### src/rtl/boot_loader.sv
// Host-to-memory program loader: streams len_m1+1 bytes into memory from base_addr, verifies a
// two's-complement checksum byte, then loads the CPU PC and releases the CPU; stalls abort after TIMEOUT cycles.
module boot_loader #(
   parameter int TIMEOUT = 1000
) (
   input  logic       clk,
   input  logic       reset,
   input  logic       start,
   input  logic [7:0] base_addr,
   input  logic [7:0] len_m1,
   input  logic       byte_valid,
   input  logic [7:0] byte_data,
   output logic       byte_ready,
   output logic       mem_we,
   output logic [7:0] mem_addr,
   output logic [7:0] mem_data,
   output logic       pc_load,
   output logic [7:0] pc_value,
   output logic       cpu_run,
   output logic       busy,
   output logic       done,
   output logic       error
);

   localparam logic [15:0] STALL_MAX = 16'(TIMEOUT - 1);

   typedef enum logic [2:0] {
      S_IDLE,
      S_LOAD,
      S_CHECK,
      S_LAUNCH,
      S_RUN,
      S_ERROR
   } state_t;

   state_t      state;
   state_t      state_nxt;

   logic [7:0]  base_q;
   logic [7:0]  len_q;
   logic [7:0]  wr_ptr;
   logic [7:0]  count;
   logic [7:0]  sum;
   logic [15:0] stall;

   logic        xfer;
   logic        can_start;
   logic        stall_out;
   logic [7:0]  sum_nxt;

   assign xfer      = byte_valid && byte_ready;
   assign can_start = start && (state == S_IDLE || state == S_RUN || state == S_ERROR);
   assign stall_out = !xfer && (stall == STALL_MAX);
   assign sum_nxt   = sum + byte_data;

   always_ff @(posedge clk) begin
      if (reset) begin
         state <= S_IDLE;
      end else begin
         state <= state_nxt;
      end
   end

   always_comb begin
      state_nxt  = state;
      byte_ready = 1'b0;
      busy       = 1'b0;
      pc_load    = 1'b0;
      cpu_run    = 1'b0;
      done       = 1'b0;
      error      = 1'b0;
      case (state)
         S_IDLE: begin
            if (start) state_nxt = S_LOAD;
         end
         S_LOAD: begin
            byte_ready = 1'b1;
            busy       = 1'b1;
            if (xfer && (count == len_q)) state_nxt = S_CHECK;
            else if (stall_out)           state_nxt = S_ERROR;
         end
         S_CHECK: begin
            byte_ready = 1'b1;
            busy       = 1'b1;
            if (xfer)           state_nxt = (sum_nxt == 8'h00) ? S_LAUNCH : S_ERROR;
            else if (stall_out) state_nxt = S_ERROR;
         end
         S_LAUNCH: begin
            busy      = 1'b1;
            pc_load   = 1'b1;
            state_nxt = S_RUN;
         end
         S_RUN: begin
            cpu_run = 1'b1;
            done    = 1'b1;
            if (start) state_nxt = S_LOAD;
         end
         S_ERROR: begin
            error = 1'b1;
            if (start) state_nxt = S_LOAD;
         end
         default: state_nxt = S_IDLE;
      endcase
   end

   assign pc_value = base_q;

   // Reset clears the write strobe too, so a byte accepted on the reset edge never reaches memory.
   always_ff @(posedge clk) begin
      if (reset) begin
         base_q   <= 8'h00;
         len_q    <= 8'h00;
         wr_ptr   <= 8'h00;
         count    <= 8'h00;
         sum      <= 8'h00;
         stall    <= 16'h0000;
         mem_we   <= 1'b0;
         mem_addr <= 8'h00;
         mem_data <= 8'h00;
      end else begin
         mem_we <= 1'b0;
         if (can_start) begin
            base_q <= base_addr;
            len_q  <= len_m1;
            wr_ptr <= base_addr;
            count  <= 8'h00;
            sum    <= 8'h00;
            stall  <= 16'h0000;
         end else if (state == S_LOAD || state == S_CHECK) begin
            if (xfer) begin
               stall <= 16'h0000;
               if (state == S_LOAD) begin
                  mem_we   <= 1'b1;
                  mem_addr <= wr_ptr;
                  mem_data <= byte_data;
                  wr_ptr   <= wr_ptr + 8'h01;
                  sum      <= sum_nxt;
                  count    <= count + 8'h01;
               end
            end else begin
               stall <= stall + 16'h0001;
            end
         end
      end
   end

endmodule

### config.mk
export PLATFORM = sky130hd
export DESIGN_NAME = boot_loader
export DESIGN_NICKNAME = d
export VERILOG_FILES = /design/src/rtl/boot_loader.sv
export SDC_FILE = /design/constraint.sdc
export NUM_CORES = 1
export LEC_CHECK = 0
export BUFFER_PORTS_ARGS = -buffer_cell sky130_fd_sc_hd__buf_2
export CAP_MARGIN = 10
export CORE_AREA = 2 2 111 113
export DETAILED_ROUTE_END_ITERATION = 12
export DIE_AREA = 0 0 113 115
export HOLD_SLACK_MARGIN = 0.03
export PLACE_DENSITY = 0.53
export SETUP_SLACK_MARGIN = 0.15
export SYNTH_ARGS = -nofsm -noshare
export SYNTH_HDL_FRONTEND = slang
export SYNTH_SLANG_ARGS = --single-unit
### constraint.sdc
create_clock -name clk -period 2.8 [get_ports clk]
set_input_delay 0 -clock clk [delete_from_list [all_inputs] [get_ports clk]]
set_output_delay 0 -clock clk [all_outputs]
set_load 0.01 [all_outputs]
* Word-level counts from Yosys, hierarchy flattened *
Cells that the tools add are included.

storage, ports and cells
  flip-flop bits (word level) = 76
  bits in latches = 0
  memory bits (writable) = 0
  memory bits (read-only) = 0
  memories kept = 0

operators by class
  $add $sub $neg = 4
  $mul = 0
  divide/modulo/power cells = 0
  order comparisons = 0
  equal/unequal tests = 8
  shift-type cells = 0
  muxes and demuxes = 17
  bitwise logic cells = 3
  reduce and logical (&&, ||, !) cells = 21

operators with widths
  operator               number
  $mux 8                 4
  $add 16x1->16 const B  1
  $add 8x1->8 const B    2
  $eq 16x10->1 const B   1
  $mux 16                1
  $mux 3                 5
  $pmux 3 s4             1
  $add 8x8->8            1
  $eq 8x8->1             1
  $logic_not 8->1        1
  $eq 3x2->1 const B     2
  $eq 3x3->1 const B     2
  $mux 1                 6
  $reduce_and 3->1       2
  $reduce_bool 2->1      3
  $reduce_or 3->1        2
  $logic_and 1x1->1      4
  $reduce_and 4->1       1
  $reduce_or 2->1        2
  $reduce_or 4->1        1
  $eq 3x1->1 const B     1
  $logic_not 3->1        1
  $logic_or 1x1->1       3
  $not 1->1              3
  other kinds (2)        2

* Longest topological paths before layout *
  word-level depth = 9
  gate-level depth with buffers = 10
  mapped depth without buffers = 9

* Worst setup path after synthesis *
No wires, ideal clock.

  path type = flip-flop to flip-flop
  start = reg sum[0]
  end = reg state[2]
  setup time = 0.124 ns
  arrival = 2.442 ns
  required time = 2.676 ns
  setup slack = 0.235 ns
  stages on the path, launching flop included = 9
  buffers on the path = 0
  cells stage by stage = dfxtp_1 ha_1 inv_1 fa_1 xnor2_1 or4b_1 or4_1 or3_1 o2bb2ai_1

on the way
  cells in the longest elaborated chain, start to end = 5

RTL lines
  what                    line  source
  from (decl)             43    logic [7:0] sum;
  from (signal assigned)  137   sum <= sum_nxt;
  $add 8x8->8             54    assign sum_nxt = sum + byte_data;
  $logic_not 8->1         85    if (xfer) state_nxt = (sum_nxt == 8'h00) ? S_LAUNCH : S_ERROR;
  $mux 3 (2 in series)    85
  $pmux 3 s4              72    case (state)
  to (signal assigned)    60    state <= state_nxt;
  to (decl)               36    state_t state;

Every way passes these cells.
A chain may end at the register's enable or synchronous reset.

* Final worst setup path *
Ends and elaborated chain as after synthesis.

==> impl_metrics.yaml <==
logic_synthesis:
  synth_flop_cell: "dfxtp_1"
  synth_top_family_by_area: "simple AND/OR/NAND/NOR gates"
  synth_warnings: 0
  synth_top_area_share_pct: 44.15
  ys_seq_area_share_pct: 44.15
  synth-seq-cells: 76
  syn_area_sq_mm: 0.003446
  synthXorXnorAreaFrac_pct: 11.33
  yosysTopAreaCell: "dfxtp_1"
  synth_compound_area_share_pct: 11.26
  synth_edf_count: 0
  synth.area.mux_share_pct: 0.2905
  async_flop_share_pct: 0
  synthTopCellsByArea: "dfxtp_1 44%, nand2_1 11%, a21oi_1 7.7%"
  syn_inst: 421
  avgSynthCellArea_sq_um: 8.185
  synth_cell_types: 43
  synth_fa_ha_area_share_pct: 4.212
  syn-num-nets: 460
  yosys.area_share.simple_pct: 25.38
routing:
  drtIter0Drc: 124
  num_vias: 3031
  wl_per_cell_um: 12.78
  drc_errors: 2
  antenna_left: 0
  wl_um: 8357
  avgViaCountPerCell: 4.635
  first_pass_iters: 8
clock_network:
  clockBufferDepth: 2
  clock_latency_ps: 340
  clk_pin_slew_worst_paths_ps: 60
  clock_sinks: 76
  cts_max_level: 3
  root_buffer: "clkbuf_16"
  numCtsBuffers: 9
  cts_tree: "done"
global_routing:
  antenna_found_initial: 0
  grt_pass1_wl_um: 14120
  grt_max_degree: 46
  grt_overflow_total: 0
  grt_pass1_vias: 2995
  grtUsageTotal_pct: 13.55
cells_and_area:
  final_area_sq_mm: 0.004481
  layout_commonest_cell: "nand2_1"
  synthToLayoutAreaGrowth_pct: 30.03
  layout-drive-gt1-share_pct: 18.15
  fin_cells: 654
  mostFrequentLayoutCells: "99 x nand2_1, 75 x dfxtp_1, 57 x buf_2, 53 x a21oi_1, 35 x nor2_1"
  fillers: 1243
  final_nets: 541
  antenna_cells: 0
  multi_input_area_sq_mm: 0.001842
  register_area_sq_mm: 0.001523
sta:
  finalCritPeriodShare_pct: 92.29
  fmax_ghz: 0.3870
  hold_viol_final: 0
  maxSlewHeadroom_pct: 58.29
  finalMaxSlewViolations: 0
  rsz0062_at_grt: "yes"
  setup_viol: 0
  tightest_slew_ps: 625.6
  fin_skew_ps: 8.655
  holdWs_ps: 104.4
  fin_setup_tns_ps: 0
  min_period_ps: 2584
placed_design:
  place_inst: 614
  placement.io_buffers: 58
  dpl_cell_area_sq_mm: 0.003925
  dp_hpwl_um: 5701
  gp_congestion: 0.8360
worst_setup_path:
  end_kind: "flip-flop"
  worstRegToRegCells: 8
  cp-start-kind: "flip-flop"
  worst_path_largest_cell_delay_ps: 510
  rrSetupSlack_ps: 220
  critPathArrivalTime_ps: 2790
  timing.critical_path.slowest_stage_cell: "or4b_1"
  critPathKind: "reg -> reg"
  cp_max_fo: 2
  cp.required_ps: 3010
  path_cells: "ha_2, inv_1, fa_2, xnor2_1, or4b_1, or4_4, or3_4, o2bb2ai_1"
  rr_startpoint: "sum[0]$_SDFFE_PP0P_"
  r2r-end: "state[2]$_SDFFE_PP0P_"
power:
  net-switching-power_uw: 655.7
  seqPwrFrac_pct: 44.2
  leakage_nw: 1.784
  switching_share_pct: 25.18
  power.share.clock_pct: 44.4
  combPwrFrac_pct: 11.4
  peakVddDrop_v: 0.0002583
  p_per_area_mw_per_mm2: 581.1
  power.internal_mw: 1.948
  p_total_mw: 2.604
hold_path:
  hold_depth: 4
  holdPathEnd: "state[0]$_SDFFE_PP0P_"
  hold_path.class: "in -> reg"
  hold_start: "start"
outcome:
  status: "finished with violations"
  violations: "design-rule violations"
floorplan:
  die_area_sq_mm: 0.01300
  dieWidth_um: 113
  fp.coreArea_sq_mm: 0.01181
  die_h_um: 115
  start_util_pct: 29.17
  std_cell_rows: 40
  io_pins: 59
job:
  maxCapViolCount: 0
cell type report:
class | count | area share [%]
clock inverter | 5 | 1.368
sequential | 76 | 33.98
tap | 147 | 4.105
multi-input combinational | 317 | 41.11
inverter | 5 | 0.4189
timing repair buffer | 93 | 13.82
clock buffer | 11 | 5.194
registers in the layout, indices dropped and copies added (netlist names), 3 cells and up:
register,flops
count,8
len_q,8
mem_addr,8
mem_data,8
pc_value,8
stall,16
state,3
sum,8
wr_ptr,8
cell usage after synthesis (2+ instances only):
library cell,number
nand2_1,99
nor4_1,3
a211oi_1,2
xor2_1,23
nor2_1,35
clkbuf_1,20
a31oi_1,2
a21oi_1,53
nand3_1,7
o21bai_1,2
dfxtp_1,76
xnor2_1,19
nand2b_1,3
nor4bb_1,2
inv_1,5
nor2b_1,3
ha_1,10
nor3_1,6
nor3b_1,4
o21ai_0,6
or3_1,2
and3_1,5
nand4_1,13
and2_1,2
worst max-delay path by stage:
| stage | from | cells after the start | endpoint |
|---|---|---|---|
| floorplan | sum[0]$_SDFFE_PP0P_ | 8 | state[2]$_SDFFE_PP0P_ |
| global placement | sum[0]$_SDFFE_PP0P_ | 8 | state[2]$_SDFFE_PP0P_ |
| detailed placement | sum[0]$_SDFFE_PP0P_ | 8 | state[2]$_SDFFE_PP0P_ |
| CTS | sum[0]$_SDFFE_PP0P_ | 8 | state[2]$_SDFFE_PP0P_ |
| global route | sum[0]$_SDFFE_PP0P_ | 8 | state[2]$_SDFFE_PP0P_ |
| finish | sum[0]$_SDFFE_PP0P_ | 8 | state[2]$_SDFFE_PP0P_ |
logic make-up (layout without fill, tap and decap cells):
family	Yosys count	in the layout
and+or+nand+nor	191	191
xor gates and xnor gates	43	43
adders and majority gates	11	11
AOI/OAI and AO/OA	71	71
DFF	76	76
muxes	1	1
buffers and inverters	28	114
through the flow:
stage | setup WS [ps] | util (%)
floorplan | 234.8 | -
global placement | 131.7 | 33.23
detailed placement | 48.66 | 33.23
CTS | 206.9 | 37.84
global route | 148.0 | 37.93
finish | 215.8 | 37.93
power by group through the flow:
stage	logic [mW]	clock network, mW	registers, mW
6_report	0.297	1.16	1.15
2_1_floorplan	0.171	0	1.18
3_3_place_gp	0.269	0	1.17
3_5_place_dp	0.273	0	1.17
4_1_cts	0.300	1.18	1.15
5_1_grt	0.339	1.23	1.16
layer usage:
| layer | global-route usage [%] | vias to the layer above | part of all wire (%) |
|---|---|---|---|
| met2 | 22.48 | 49 | 47 |
| met5 | 0 | - | 0 |
| met4 | 3.740 | 0 | 0.81 |
| met3 | 4.639 | 7 | 4.7 |
| met1 | 16.87 | 1399 | 47 |
| li1 | - | 1576 | - |
repair_timing:
item                                    in CTS  in global routing
pin swaps                                    1                  0
endpoints found under the hold margin       32                  0
endpoints found under the setup margin       2                  1
hold buffers                                24                  0
buffers inserted                             0                  0
gates resized for setup                      3                  3
worst max-delay path, delay by kind of cell (launching register included):
family	cells	cell delay, ps
AOI/OAI and AO/OA	1	130
xor gates and xnor gates	1	150
adders and majority gates	2	510
buffers and inverters	1	50
DFF	1	330
and+or+nand+nor	3	1280
Note: power is estimated with default switching activity, not from simulation.
